File: config.mk
export PLATFORM = sky130hd
export DESIGN_NAME = mem_march_bist
export DESIGN_NICKNAME = d
export VERILOG_FILES = /design/src/rtl/mem_bist_pkg.sv /design/src/rtl/mem_bist_drv.sv /design/src/rtl/mem_march_bist.sv
export SDC_FILE = /design/constraint.sdc
export NUM_CORES = 1
export LEC_CHECK = 0
export CAP_MARGIN = 20
export CORE_ASPECT_RATIO = 2
export CORE_MARGIN = 2
export CORE_UTILIZATION = 45
export CTS_BUF_LIST = sky130_fd_sc_hd__clkbuf_2 sky130_fd_sc_hd__clkbuf_4 sky130_fd_sc_hd__clkbuf_8
export DETAILED_ROUTE_END_ITERATION = 10
export PLACE_DENSITY_LB_ADDON = 0.05
export SLEW_MARGIN = 0
export SYNTH_ARGS = -nofsm -noshare
export SYNTH_HDL_FRONTEND = slang
export SYNTH_HIERARCHICAL = 1
export SYNTH_SLANG_ARGS = --single-unit
File: constraint.sdc
create_clock -name clk_i -period 2.6 [get_ports clk_i]
set_clock_uncertainty 0.15 [all_clocks]
set_input_delay 0.26 -clock clk_i [delete_from_list [all_inputs] [get_ports clk_i]]
set_output_delay 0.26 -clock clk_i [all_outputs]
set_load 0.02 [all_outputs]
File: src/rtl/mem_bist_pkg.sv
// mem_bist_pkg: shared types and constants for the March C- memory BIST.
//   - state_e  : controller FSM states (IDLE/RUN/DONE)
//   - elem_e   : March C- elements E0..E5
//   - ELEM_*   : per-element direction, op pattern, read-expect bit, write bit
//   - BG_*     : data backgrounds, bg_word() picks one per address/polarity
// Optional feature: MEM_BIST_CHECKERBOARD_EN selects 5555/AAAA checkerboard
// backgrounds instead of solid 0000/FFFF.
package mem_bist_pkg;

   typedef enum logic [1:0] {ST_IDLE = 2'd0, ST_RUN = 2'd1, ST_DONE = 2'd2} state_e;

   typedef enum logic [2:0] {
      E0 = 3'd0, E1 = 3'd1, E2 = 3'd2, E3 = 3'd3, E4 = 3'd4, E5 = 3'd5
   } elem_e;

   localparam int unsigned OP_COUNT = 160;

   // One bit per element, indexed by elem_e (bits 7:6 unused)
   localparam logic [7:0] ELEM_DOWN   = 8'b0001_1000;  // E3,E4 run 15->0
   localparam logic [7:0] ELEM_HAS_RD = 8'b0011_1110;  // E1..E5 read
   localparam logic [7:0] ELEM_HAS_WR = 8'b0001_1111;  // E0..E4 write
   localparam logic [7:0] ELEM_RD_BIT = 8'b0001_0100;  // E2,E4 expect "1"
   localparam logic [7:0] ELEM_WR_BIT = 8'b0000_1010;  // E1,E3 write "1"

`ifdef MEM_BIST_CHECKERBOARD_EN
   localparam logic [15:0] BG_EVEN = 16'h5555;
   localparam logic [15:0] BG_ODD  = 16'hAAAA;
`else
   localparam logic [15:0] BG_EVEN = 16'h0000;
   localparam logic [15:0] BG_ODD  = 16'h0000;
`endif

   // "0" background for the address parity, inverted for "1"
   function automatic logic [15:0] bg_word(input logic odd_addr, input logic ones);
      bg_word = (odd_addr ? BG_ODD : BG_EVEN) ^ {16{ones}};
   endfunction

endpackage

File: src/rtl/mem_bist_drv.sv
// mem_bist_drv: falling-edge retiming stage for the memory command port so
// addr/din/cs/we stay stable across the whole clk high phase.
// Ports: clk_i, rst_n_i (sync active-low, sampled on falling edge),
//        cs_i/we_i/addr_i/din_i (command from FSM), mem_*_o (to memory).
module mem_bist_drv #(
   parameter int AW = 12,
   parameter int DW = 16
) (
   input  logic          clk_i,
   input  logic          rst_n_i,
   input  logic          cs_i,
   input  logic          we_i,
   input  logic [AW-1:0] addr_i,
   input  logic [DW-1:0] din_i,
   output logic          mem_cs_o,
   output logic          mem_we_o,
   output logic [AW-1:0] mem_addr_o,
   output logic [DW-1:0] mem_din_o
);

   // Launch the command on the falling edge
   always_ff @(negedge clk_i) begin
      if (!rst_n_i) begin
         mem_cs_o   <= 1'b0;
         mem_we_o   <= 1'b0;
         mem_addr_o <= '0;
         mem_din_o  <= '0;
      end else begin
         mem_cs_o   <= cs_i;
         mem_we_o   <= we_i;
         mem_addr_o <= addr_i;
         mem_din_o  <= din_i;
      end
   end

endmodule

File: src/rtl/mem_march_bist.sv
// mem_march_bist: March C- BIST initiator for a 16x16 flip-flop memory.
// Ports: clk_i, rst_n_i (sync active-low), start_i; status busy_o, done_o,
//        pass_o, fail_addr_o/fail_exp_o/fail_got_o (first mismatch);
//        memory port mem_addr_o/mem_din_o/mem_cs_o/mem_we_o, mem_dout_i.
// Optional feature: MEM_BIST_CHECKERBOARD_EN (checkerboard backgrounds).
module mem_march_bist
   import mem_bist_pkg::*;
#(
   parameter int DEPTH = 16,
   parameter int DW    = 16,
   parameter int AW    = 12
) (
   input  logic          clk_i,
   input  logic          rst_n_i,
   input  logic          start_i,
   output logic          busy_o,
   output logic          done_o,
   output logic          pass_o,
   output logic [AW-1:0] fail_addr_o,
   output logic [DW-1:0] fail_exp_o,
   output logic [DW-1:0] fail_got_o,
   output logic [AW-1:0] mem_addr_o,
   output logic [DW-1:0] mem_din_o,
   output logic          mem_cs_o,
   output logic          mem_we_o,
   input  logic [DW-1:0] mem_dout_i
);

   localparam int AWI = $clog2(DEPTH);

   state_e           state_q;
   elem_e            elem_q;
   logic [AWI-1:0]   addr_q;
   logic             phase_q;     // 0 = read, 1 = write within a (r,w) pair
   logic             ok_q;
   logic [AW-1:0]    fail_addr_q;
   logic [DW-1:0]    fail_exp_q, fail_got_q;
   logic             busy_q, done_q, pass_q;

   logic             run_s, has_rd_s, has_wr_s, op_wr_s, op_rd_s;
   logic             step_s, wrap_s, last_s, mismatch_s;
   logic [DW-1:0]    exp_s;
   logic [AW-1:0]    addr_ext_s;
   elem_e            elem_nxt_s;
   logic             cmd_cs_d, cmd_we_d;
   logic [AW-1:0]    cmd_addr_d;
   logic [DW-1:0]    cmd_din_d;

   // Decode the current op and its command from the march position
   always_comb begin
      run_s      = (state_q == ST_RUN);
      has_rd_s   = ELEM_HAS_RD[elem_q];
      has_wr_s   = ELEM_HAS_WR[elem_q];
      op_wr_s    = run_s & has_wr_s & (phase_q | ~has_rd_s);
      op_rd_s    = run_s & ~op_wr_s;
      exp_s      = bg_word(addr_q[0], ELEM_RD_BIT[elem_q]);
      mismatch_s = op_rd_s & (mem_dout_i != exp_s);
      // Address moves after the last op of the element at this address
      step_s     = ~(has_rd_s & has_wr_s & ~phase_q);
      wrap_s     = ELEM_DOWN[elem_q] ? (addr_q == AWI'(0)) : (addr_q == AWI'(DEPTH - 1));
      last_s     = (elem_q == E5) & step_s & wrap_s;
      elem_nxt_s = elem_e'(elem_q + 3'd1);
      addr_ext_s = {{(AW - AWI){1'b0}}, addr_q};
      cmd_cs_d   = run_s;
      cmd_we_d   = op_wr_s;
      cmd_addr_d = run_s ? addr_ext_s : '0;
      cmd_din_d  = op_wr_s ? bg_word(addr_q[0], ELEM_WR_BIT[elem_q]) : '0;
   end

   // Controller FSM: sequencing, compare and first-failure capture
   always_ff @(posedge clk_i) begin
      if (!rst_n_i) begin
         state_q     <= ST_IDLE;
         elem_q      <= E0;
         addr_q      <= '0;
         phase_q     <= 1'b0;
         ok_q        <= 1'b0;
         busy_q      <= 1'b0;
         done_q      <= 1'b0;
         pass_q      <= 1'b0;
         fail_addr_q <= '0;
         fail_exp_q  <= '0;
         fail_got_q  <= '0;
      end else begin
         case (state_q)
            ST_IDLE: begin
               done_q <= 1'b0;
               if (start_i) begin
                  state_q     <= ST_RUN;
                  busy_q      <= 1'b1;
                  ok_q        <= 1'b1;
                  pass_q      <= 1'b0;
                  fail_addr_q <= '0;
                  fail_exp_q  <= '0;
                  fail_got_q  <= '0;
                  elem_q      <= E0;
                  addr_q      <= '0;
                  phase_q     <= 1'b0;
               end
            end
            ST_RUN: begin
               if (mismatch_s && ok_q) begin
                  ok_q        <= 1'b0;
                  fail_addr_q <= addr_ext_s;
                  fail_exp_q  <= exp_s;
                  fail_got_q  <= mem_dout_i;
               end
               if (last_s) begin
                  state_q <= ST_DONE;
                  busy_q  <= 1'b0;
                  done_q  <= 1'b1;
                  pass_q  <= ok_q & ~mismatch_s;   // include the final read
               end else if (!step_s) begin
                  phase_q <= 1'b1;
               end else begin
                  phase_q <= 1'b0;
                  if (wrap_s) begin
                     // Next element starts at its own direction's first address
                     elem_q <= elem_nxt_s;
                     addr_q <= ELEM_DOWN[elem_nxt_s] ? AWI'(DEPTH - 1) : AWI'(0);
                  end else if (ELEM_DOWN[elem_q]) begin
                     addr_q <= addr_q - AWI'(1);
                  end else begin
                     addr_q <= addr_q + AWI'(1);
                  end
               end
            end
            ST_DONE: begin
               state_q <= ST_IDLE;
               done_q  <= 1'b0;
            end
            default: begin
               state_q <= ST_IDLE;
               busy_q  <= 1'b0;
               done_q  <= 1'b0;
            end
         endcase
      end
   end

   assign busy_o      = busy_q;
   assign done_o      = done_q;
   assign pass_o      = pass_q;
   assign fail_addr_o = fail_addr_q;
   assign fail_exp_o  = fail_exp_q;
   assign fail_got_o  = fail_got_q;

   mem_bist_drv #(.AW(AW), .DW(DW)) u_drv (
      .clk_i      (clk_i),
      .rst_n_i    (rst_n_i),
      .cs_i       (cmd_cs_d),
      .we_i       (cmd_we_d),
      .addr_i     (cmd_addr_d),
      .din_i      (cmd_din_d),
      .mem_cs_o   (mem_cs_o),
      .mem_we_o   (mem_we_o),
      .mem_addr_o (mem_addr_o),
      .mem_din_o  (mem_din_o)
   );

endmodule

==> summary.txt <==
Outcome
  – Status: finished clean

Yosys
  – Area share of the largest cell type after synthesis: 0.498
  – Mean Syn Cell Area: 10.4 um2
  – Cell accounting for the most synthesized area: dfxtp_1
  – Mapped Area: roughly 2800 um2
  – Ys flop type: dfxtp_1
  – Post-synth ARST share: 0
  – Post-synth EDFFs: 0
  – Synth Warn #: 6
  – Distinct cells, synth: 57
  – Synthesized flop and latch total: 70
  – Synth top area cells: dfxtp_1, a22o_1, and2_1, buf_4, ha_1
  – Register area share after synthesis: 0.498
  – Mapped Cells: 271

Worst setup path
  – CP Max Fanout: 1
  – Worst Path Buf+Inv: 1
  – Data arrival, critical path: 2.16 ns
  – Crit path kind: flop to primary output
  – Reg2reg path depth: 4
  – Family with the most delay on the worst path: flip-flops
  – Slowest-stage cell, CP: dfxtp_1
  – Crit path required time: between 2 and 2.5 ns
  – Critical path depth: 1
  – Slowest stage delay, CP: a little over 0.3 ns
  – Worst setup EP type: primary output
  – Critical path cell sequence: buf_2
  – Critical Path Source Type: flop

Die
  – Initial Util: 0.469
  – Core area: 6010 um2
  – Die area: 6940 um2
  – # rows: 40
  – Die H: 116 um
  – Chip Width: 59.9 um
  – I/O pin count: 96

Layout
  – Layout Utilization: 0.653
  – Filler instances: 530
  – Commonest non-fill, non-tap cells in the layout: dfxtp_1, clkdlybuf4s50_1, inv_1, and2_1, a22o_1
  – Multi-input gate area: 1240 um2
  – Register area: approximately 1400 um2
  – Final nets: 421
  – Area Overhead vs Synth: 39.3%
  – Ant diodes: 0
  – Share of cells above drive strength 1: 0.224
  – Post-route design area: 3920 um2
  – Commonest non-fill, non-tap cell in the layout: dfxtp_1

STA
  – Final Hold Viols: 0
  – RSZ-0062 raised after global routing: false
  – Setup ws final: 0.0294 ns
  – Final setup fails: 0
  – Least-Margin Pin Slew: 1.04 ns
  – Slew headroom: 0.304
  – Max Slew Vio Count: 0
  – Total Neg Setup Slack: 0 ns

Power and ir drop
  – Combinational power share: 0.069
  – Sw Pwr: 0.638 mW
  – Pwr Density: 569 nW/um2
  – Sw Share: 0.286
  – Clock share of power: 0.438
  – VDD IR max: between 300 and 400 uV
  – Flop pwr share: 0.492
  – Pleak: around 1.8 nW
  – P_int: roughly 1.6 mW
  – Total power draw: roughly 2.2 mW

Global routing
  – Gr usage total: 0.200
  – GR Overflow Total: 0
  – Vias in the first global route: 2,308
  – Largest net degree at the start of global routing: 33
  – First-pass GRT wire length: 10.4 mm
  – Initial antenna violation count: 0

Place
  – Hpwl dp: 4.82 mm
  – I/O Buffers: between 80 and 90
  – Setup WS pre-CTS: -0.147 ns
  – Post-placement cell area: 3730 um2
  – Gpl congestion: 0.844

Drt
  – Post-route DRC: 0
  – Routed Antenna Nets: 0
  – Starting DRT DRC Count: 62
  – Total Wirelength: around 6.5 mm
  – DR vias: 2,328
  – Routed vias/inst: 5.02
  – Drt first pass iters: 4
  – Avg WL per Cell: 14.0 um

Job
  – MaxCap Viol Count: 0

Clock tree
  – # clock sinks: 70
  – Num CTS Buffers: 9
  – CTS root buf: clkbuf_8
  – CTS Hold Bufs: 0
  – Reg clk slew, reported paths: about 0.080 ns
  – CTS tree: yes
  – H-tree levels: 3
  – CTS max path bufs: 2
  – Clk Latency, worst-skew pair: 0.35 ns

Min path
  – Hold depth: 2
  – Hold crit path type: flop to flop
[synth_stat cells, drive strengths merged (2+ instances only)]
| cell | number |
|---|---|
| a21oi | 9 |
| a22o | 26 |
| a31oi | 5 |
| and2 | 36 |
| and3 | 2 |
| and4b | 2 |
| buf | 25 |
| clkbuf | 8 |
| dfxtp | 70 |
| ha | 5 |
| inv | 9 |
| nand2 | 13 |
| nand2b | 3 |
| nand3 | 4 |
| nand4 | 2 |
| nor2 | 5 |
| nor2b | 3 |
| nor3 | 7 |
| nor3b | 2 |
| nor4 | 2 |
| o21a | 2 |
| o21ai | 6 |
| or3b | 2 |
| or4 | 2 |
[worst register-to-register path, stage by stage, from the launching register on]
cell and delay, ns:
dfxtp_1 0.33, buf_4 0.16, nor2b_2 0.27, and2_1 0.17, and2_1 0.13
[layer usage]
metal	global-route usage	vias up	routed length, um
li1	-	1161	-
met1	0.195	1087	2350
met2	0.365	69	3640
met3	0.0569	11	345
met4	0.102	0	183
met5	0	-	0
[kinds of logic (layout without fill, tap and decap cells)]
family / Yosys count / count (layout) / share of synthesized area
multiplexers: 1 / 1 / 0.00356
buffers and inverters: 42 / 156 / 0.0898
adder cells (fa/ha/maj): 6 / 6 / 0.0293
XOR/XNOR: 2 / 2 / 0.00623
AO/OA/AOI/OAI: 59 / 59 / 0.169
AND/OR/NAND/NOR: 90 / 91 / 0.203
other: 1 / 16 / 0.00133
flip-flops: 70 / 70 / 0.498
[metrics by stage]
stage,hold slack (ns),cells
after floorplan,0.232,286
after global placement,0.300,418
after detailed placement,0.303,418
after CTS,0.315,464
after global routing,0.336,464
final,0.311,464
[power groups by stage]
stage | registers (mW) | clock network, mW | logic, mW
6_report | 1.10 | 0.977 | 0.155
5_1_grt | 1.10 | 1.09 | 0.168
4_1_cts | 1.10 | 1.01 | 0.155
3_5_place_dp | 1.12 | 0.0729 | 0.161
3_3_place_gp | 1.12 | 0.0729 | 0.159
2_1_floorplan | 1.13 | 0.0729 | 0.0754
[path summary, 6_finish.rpt]
| kind | start | endpoint | slack (ns) |
|---|---|---|---|
| max | u_drv/mem_addr_o[1] | mem_addr_o[1] | 0.03 |
| min | busy_o | busy_o | 0.31 |
| max reg2reg | state_q[0] | u_drv/mem_addr_o[0] | 0.07 |
| min reg2reg | busy_o | busy_o | 0.31 |
[sequential cells by signal, indices dropped and copies added, names as in the netlist, 2 cells and up, named ones only]
signal and flops:
u_drv/mem_din_o 16, addr_q 4, state_q 2, fail_addr_o 4, u_drv/mem_addr_o 12, fail_got_o 16
elem_q 3
[timing repair]
action                                  in CTS  in global routing
resized for setup                          125                 10
pin swaps                                    0                  2
gates cloned                                 1                  0
buffers inserted                             0                  1
endpoints found under the setup margin      50                 21
[area by class of cell]
class                   instances  area share
flip-flops and latches         70       0.358
multi-input cells             175       0.318
repair buffers                102       0.221
clock inverters                36      0.0421
clock buffers                  10      0.0335
well taps                      63      0.0201
inverters                       8     0.00766
(Power assumes the default switching activity.)
